--- src/rtl/fpadd_input_ctrl_if.sv ---
// Button/switch inputs and adder-launch/display outputs of the FP adder front end.
interface fpadd_input_ctrl_if;
  logic        btn_start;
  logic        btn_show;
  logic [15:0] sw;
  logic [7:0]  a_out;
  logic [7:0]  b_out;
  logic        start_pulse;
  logic        show_sum;
  logic        busy;
  logic        done;

  modport slave (
    input  btn_start, btn_show, sw,
    output a_out, b_out, start_pulse, show_sum, busy, done
  );

  modport master (
    output btn_start, btn_show, sw,
    input  a_out, b_out, start_pulse, show_sum, busy, done
  );
endinterface

--- src/rtl/fpadd_input_ctrl.sv ---
// FP adder front end: button sync/debounce, operand latch, launch strobe and latency tracking.
// Optional FPADD_AUTO_SHOW_EN: show_sum auto-set on DONE entry and auto-cleared on LAUNCH entry.
module fpadd_input_ctrl #(
  parameter int DEBOUNCE_CYCLES = 1000000,
  parameter int ADD_LATENCY     = 4
) (
  input  logic                clk,
  input  logic                clr,
  fpadd_input_ctrl_if.slave   io
);

  localparam int CNT_W = $clog2(DEBOUNCE_CYCLES);
  localparam int LAT_W = (ADD_LATENCY > 1) ? $clog2(ADD_LATENCY) : 1;

  generate
    if (ADD_LATENCY < 1 || DEBOUNCE_CYCLES < 2) begin : g_param_chk
      $error("fpadd_input_ctrl: need ADD_LATENCY >= 1 and DEBOUNCE_CYCLES >= 2");
    end
  endgenerate

  typedef enum logic [1:0] {
    S_IDLE,
    S_LAUNCH,
    S_WAIT,
    S_DONE
  } state_t;

  // Index 0 = start button, index 1 = show button.
  logic [1:0]       sync1, sync2;
  logic [1:0]       db_lvl, db_lvl_q;
  logic [CNT_W-1:0] db_cnt [2];
  logic [1:0]       rise;

  state_t           state, state_nxt;
  logic [LAT_W-1:0] lat_cnt, lat_nxt;
  logic             latch_ops;
  logic             show_nxt;

  logic [7:0]       a_q, b_q;
  logic             pulse_q, busy_q, done_q, show_q;

  always_ff @(posedge clk or negedge clr) begin
    if (!clr) begin
      sync1 <= '0;
      sync2 <= '0;
    end else begin
      sync1 <= {io.btn_show, io.btn_start};
      sync2 <= sync1;
    end
  end

  always_ff @(posedge clk or negedge clr) begin
    if (!clr) begin
      db_lvl   <= '0;
      db_lvl_q <= '0;
      for (int unsigned i = 0; i < 2; i++) db_cnt[i] <= '0;
    end else begin
      db_lvl_q <= db_lvl;
      for (int unsigned i = 0; i < 2; i++) begin
        if (sync2[i] == db_lvl[i]) begin
          db_cnt[i] <= '0;
        end else if (db_cnt[i] == CNT_W'(DEBOUNCE_CYCLES - 1)) begin
          db_lvl[i] <= ~db_lvl[i];
          db_cnt[i] <= '0;
        end else begin
          db_cnt[i] <= db_cnt[i] + CNT_W'(1);
        end
      end
    end
  end

  assign rise = db_lvl & ~db_lvl_q;

  always_comb begin
    state_nxt = state;
    lat_nxt   = lat_cnt;
    latch_ops = 1'b0;
    unique case (state)
      S_IDLE, S_DONE: begin
        if (rise[0]) begin
          state_nxt = S_LAUNCH;
          latch_ops = 1'b1;
        end
      end
      S_LAUNCH: begin
        state_nxt = S_WAIT;
        lat_nxt   = LAT_W'(ADD_LATENCY - 1);
      end
      S_WAIT: begin
        // Leave on the cycle the count reaches 0, so done trails start_pulse by
        // ADD_LATENCY; a zero load (ADD_LATENCY=1) still spends one cycle here.
        if (lat_cnt <= LAT_W'(1)) begin
          state_nxt = S_DONE;
          lat_nxt   = '0;
        end else begin
          lat_nxt = lat_cnt - LAT_W'(1);
        end
      end
      default: state_nxt = S_IDLE;
    endcase
  end

  always_comb begin
    show_nxt = show_q ^ rise[1];
`ifdef FPADD_AUTO_SHOW_EN
    if (latch_ops)
      show_nxt = 1'b0;
    else if (state == S_WAIT && state_nxt == S_DONE)
      show_nxt = 1'b1;
`endif
  end

  always_ff @(posedge clk or negedge clr) begin
    if (!clr) begin
      state   <= S_IDLE;
      lat_cnt <= '0;
      a_q     <= '0;
      b_q     <= '0;
      pulse_q <= 1'b0;
      busy_q  <= 1'b0;
      done_q  <= 1'b0;
      show_q  <= 1'b0;
    end else begin
      state   <= state_nxt;
      lat_cnt <= lat_nxt;
      if (latch_ops) begin
        a_q <= io.sw[15:8];
        b_q <= io.sw[7:0];
      end
      // Outputs registered from the next state so they change cleanly with state.
      pulse_q <= (state_nxt == S_LAUNCH);
      busy_q  <= (state_nxt == S_LAUNCH) || (state_nxt == S_WAIT);
      done_q  <= (state_nxt == S_DONE);
      show_q  <= show_nxt;
    end
  end

  assign io.a_out       = a_q;
  assign io.b_out       = b_q;
  assign io.start_pulse = pulse_q;
  assign io.busy        = busy_q;
  assign io.done        = done_q;
  assign io.show_sum    = show_q;

endmodule

--- src/flat_wrapper.sv ---
// flat-port wrapper written by rule: the top's interface ports become plain ports
module fpadd_input_ctrl_flat 
#(
  parameter int DEBOUNCE_CYCLES = 1000000,
  parameter int ADD_LATENCY     = 4
)
  (clk, clr, io_btn_start, io_btn_show, io_sw, io_a_out, io_b_out, io_start_pulse, io_show_sum, io_busy, io_done);
  fpadd_input_ctrl_if io_i ();
  input  logic clk;
  input  logic clr;
  input wire logic [$bits(io_i.btn_start)-1:0] io_btn_start;
  input wire logic [$bits(io_i.btn_show)-1:0] io_btn_show;
  input wire logic [$bits(io_i.sw)-1:0] io_sw;
  output wire logic [$bits(io_i.a_out)-1:0] io_a_out;
  output wire logic [$bits(io_i.b_out)-1:0] io_b_out;
  output wire logic [$bits(io_i.start_pulse)-1:0] io_start_pulse;
  output wire logic [$bits(io_i.show_sum)-1:0] io_show_sum;
  output wire logic [$bits(io_i.busy)-1:0] io_busy;
  output wire logic [$bits(io_i.done)-1:0] io_done;
  assign io_i.btn_start = io_btn_start;
  assign io_i.btn_show = io_btn_show;
  assign io_i.sw = io_sw;
  assign io_a_out = io_i.a_out;
  assign io_b_out = io_i.b_out;
  assign io_start_pulse = io_i.start_pulse;
  assign io_show_sum = io_i.show_sum;
  assign io_busy = io_i.busy;
  assign io_done = io_i.done;
  fpadd_input_ctrl #(.DEBOUNCE_CYCLES(DEBOUNCE_CYCLES), .ADD_LATENCY(ADD_LATENCY)) u_core (.clk(clk), .clr(clr), .io(io_i));
endmodule
--- config.mk ---
export PLATFORM = sky130hd
export DESIGN_NAME = fpadd_input_ctrl_flat
export DESIGN_NICKNAME = d
export VERILOG_FILES = /design/src/rtl/fpadd_input_ctrl_if.sv /design/src/rtl/fpadd_input_ctrl.sv /design/src/flat_wrapper.sv
export SDC_FILE = /design/constraint.sdc
export NUM_CORES = 1
export LEC_CHECK = 0
export BUFFER_PORTS_ARGS = -buffer_cell sky130_fd_sc_hd__buf_2
export CORE_MARGIN = 2
export CORE_UTILIZATION = 41
export CTS_BUF_LIST = sky130_fd_sc_hd__clkbuf_2
export DETAILED_ROUTE_END_ITERATION = 10
export SLEW_MARGIN = 20
export SYNTH_ARGS = -nofsm -noshare
export SYNTH_HDL_FRONTEND = slang
export SYNTH_SLANG_ARGS = --single-unit
--- constraint.sdc ---
create_clock -name clk -period 5.39 [get_ports clk]
set_input_delay 0.539 -clock clk [delete_from_list [all_inputs] [get_ports clk]]
set_output_delay 0.539 -clock clk [all_outputs]
set_load 0.05 [all_outputs]
==> reports/results.ini <==
[outcome]
status=finished, final reports clean

[sta]
slew_violations=0
setup-tns-final_ns=0
setup_viol=0
min_period_ns=2.46
fin_ws_ns=2.93
grt_setup_unrepaired=no
max_freq_mhz=406
clock_skew_ns=0.0266
period_share_pct=45.7
max_slew_margin_pct=40.6
worstMarginPinSlew_ns=0.891
hold_viol=0

[route]
highest_layer=met4
ant_nets=0
wl_um=5720
viasPerCell=5.02
drcViolationCount=0
route.met2.wl_um=2770
num_vias=2169
met3_length_um=207
wire_per_inst_um=13.2
met1_length_um=2630
drt_first_pass_iters=4
drt-initial-drc-count=61

[pwr]
share_seq_of_total_power_pct=61.2
clockPowerShare_pct=31.7
power_density_nw_per_um2=255
peakVddDrop_uv=200
p_sw_share_pct=25.8
p_comb_share_pct=7.1
p_sw_uw=235
power_uw=913
p_leak_nw=1.59
internal_power_uw=677

[global_route]
grt_max_degree=73
grt_pass1_wl_um=9780
globalRouteTotalUtil_pct=14.6
grt_pass1_vias=2102
grt_overflow=0
antenna_found_initial=0

[yosys]
netlist_top_cells_count=72 x dfrtp_1, 34 x nor2_1, 19 x mux2_2
synth_nets=308
ys.flop_type=dfrtp_1
synth-edff-count=0
synth_cells=283
synth_top_area_share_pct=57.3
synth.avg_cell_area_um2=11.1
synth.distinct_cells=29
ys_async_sr_fraction_pct=100
synth_area_um2=3150
yosys_warnings=0
synth.most_common_cell=dfrtp_1
synth-seq-area-share_pct=57.3
synthTopCellsByArea=dfrtp_1 57%, mux2_2 6.8%, nor2_1 4.1%
ys_ff_latch=72
yosys.area.top_type=dfrtp_1

[cells_and_area]
layout-drive-gt1-share_pct=24.3
area_growth_pct=13.6
diodes=0
instances_no_fill=432
final_nets=353
final_util_pct=48.8

[clock_tree]
cts_resized=0
cts_max_level=3
cts.sinks=72
cts-root-buf=clkbuf_2
ctsLongestPathBuffers=2
cts_hold_buf=0
post_cts_buffers=0
clk_latency_ns=0.49
cts_buffers=9
cts_tree=built
cts.clk_slew.worst_paths_ns=0.20

[critical_path]
r2r_setup_slack_ns=2.93
cp_data_required_time_ns=5.77
crit_type=flip-flop to flip-flop
end_kind=flip-flop
start_kind=flip-flop
worst-path-max-fanout=11
worstPathArrival_ns=2.85
r2r-end=u_core.db_cnt[5]
reg2reg_depth=5
reg2reg_from=u_core.db_cnt[16]

[place]
port_buffers=39
placed_cells=416
place.gp.congestion=0.758
hpwlAfterDp_um=3820
dp_slack_ns=2.97

[floorplan]
core_um2=7330
rows=31
io_pins=40
die_h_um=91.6
die_x_um=91.6
design.die.area_um2=8390
start_util_pct=42.9

[worst_hold_path]
hold_end=u_core.sync1[0]
min_from=io_btn_start
whs_path_depth=1
hold_path.class=input port to flip-flop

[job]
cap_violations=0

-- power by group through the flow --
stage,Sequential [mW],Combinational [mW],Clock [mW]
floorplan,0.590,0.0161,0
global placement,0.568,0.0660,0
detailed placement,0.569,0.0668,0
CTS,0.559,0.0669,0.308
global route,0.560,0.0724,0.326
finish,0.558,0.0651,0.289
-- critical path, stage by stage, from the launching register on --
cell,delay [ns]
dfrtp_1,0.46
nand3_1,0.12
or4b_2,0.67
o31ai_2,0.75
buf_4,0.30
nor2_1,0.06
-- cell type report --
type / instances / area (µm²)
inverters: 10 / 37.5
flip-flops and latches: 72 / 1800
repair buffers: 42 / 218
clock inverters: 6 / 60.1
fillers: 675 / 3760
clock buffers: 10 / 50.0
well taps: 99 / 124
multi-input cells: 193 / 1280
-- per-layer routing --
| metal | GRT usage, % | vias to the layer above |
|---|---|---|
| met5 | 0 | - |
| met4 | 6.44 | 0 |
| met3 | 3.98 | 10 |
| met2 | 23.8 | 31 |
| met1 | 18.2 | 1044 |
| li1 | - | 1084 |
-- logic make-up (layout without fill, tap and decap cells) --
logic type	Yosys count	count (layout)	share of synthesized area [%]
AO/OA/AOI/OAI	29	29	5.01
XOR/XNOR	28	28	7.79
adder cells (fa/ha/maj)	5	5	1.99
buffers and inverters	18	68	2.27
flip-flops	72	72	57.3
multiplexers	19	19	6.80
AND/OR/NAND/NOR	112	112	18.9
-- worst max path at each step --
stage                 startpoint                 to  slack (ns)
6_report       u_core.db_cnt[16]   u_core.db_cnt[5]        2.93
5_1_grt        u_core.db_cnt[16]   u_core.db_cnt[3]        2.79
4_1_cts        u_core.db_cnt[16]  u_core.db_cnt[14]        2.91
3_5_place_dp   u_core.db_cnt[16]   u_core.db_cnt[5]        2.97
3_3_place_gp   u_core.db_cnt[16]   u_core.db_cnt[2]        3.03
2_1_floorplan  u_core.db_cnt[20]  u_core.db_cnt[38]        3.41
-- flip-flops by register name, indices dropped and copies added, names as in the netlist, 2 cells and up --
| signal | count |
|---|---|
| u_core.io.b_out | 8 |
| u_core.db_lvl | 2 |
| u_core.sync2 | 2 |
| u_core.db_cnt | 40 |
| u_core.db_lvl_q | 2 |
| u_core.state | 2 |
| u_core.io.a_out | 8 |
| u_core.lat_cnt | 2 |
| u_core.sync1 | 2 |
-- metrics by stage --
| step | hold WS, ns | area (µm²) |
|---|---|---|
| global route | 0.0812 | 3570 |
| floorplan | 0.243 | 3150 |
| finish | 0.144 | 3570 |
| CTS | 0.0816 | 3570 |
| detailed placement | 0.336 | 3460 |
| global placement | 0.336 | 3460 |
-- placed cells by master (no fill, tap or decap), types with 7 or more instances in the layout --
master    synthesis  layout
a21oi_1          12      12
o21ai_0          12      12
inv_1            10      10
nand3_1          15      15
nand2_1          14      14
and3_1            7       7
nand4_1           7       7
xnor2_1          14      14
dfrtp_1          72      72
xor2_1           14      14
mux2_2           19      19
buf_2             3      39
nor2_1           34      34
clkbuf_2          0      10
(Power assumes the default switching activity.)
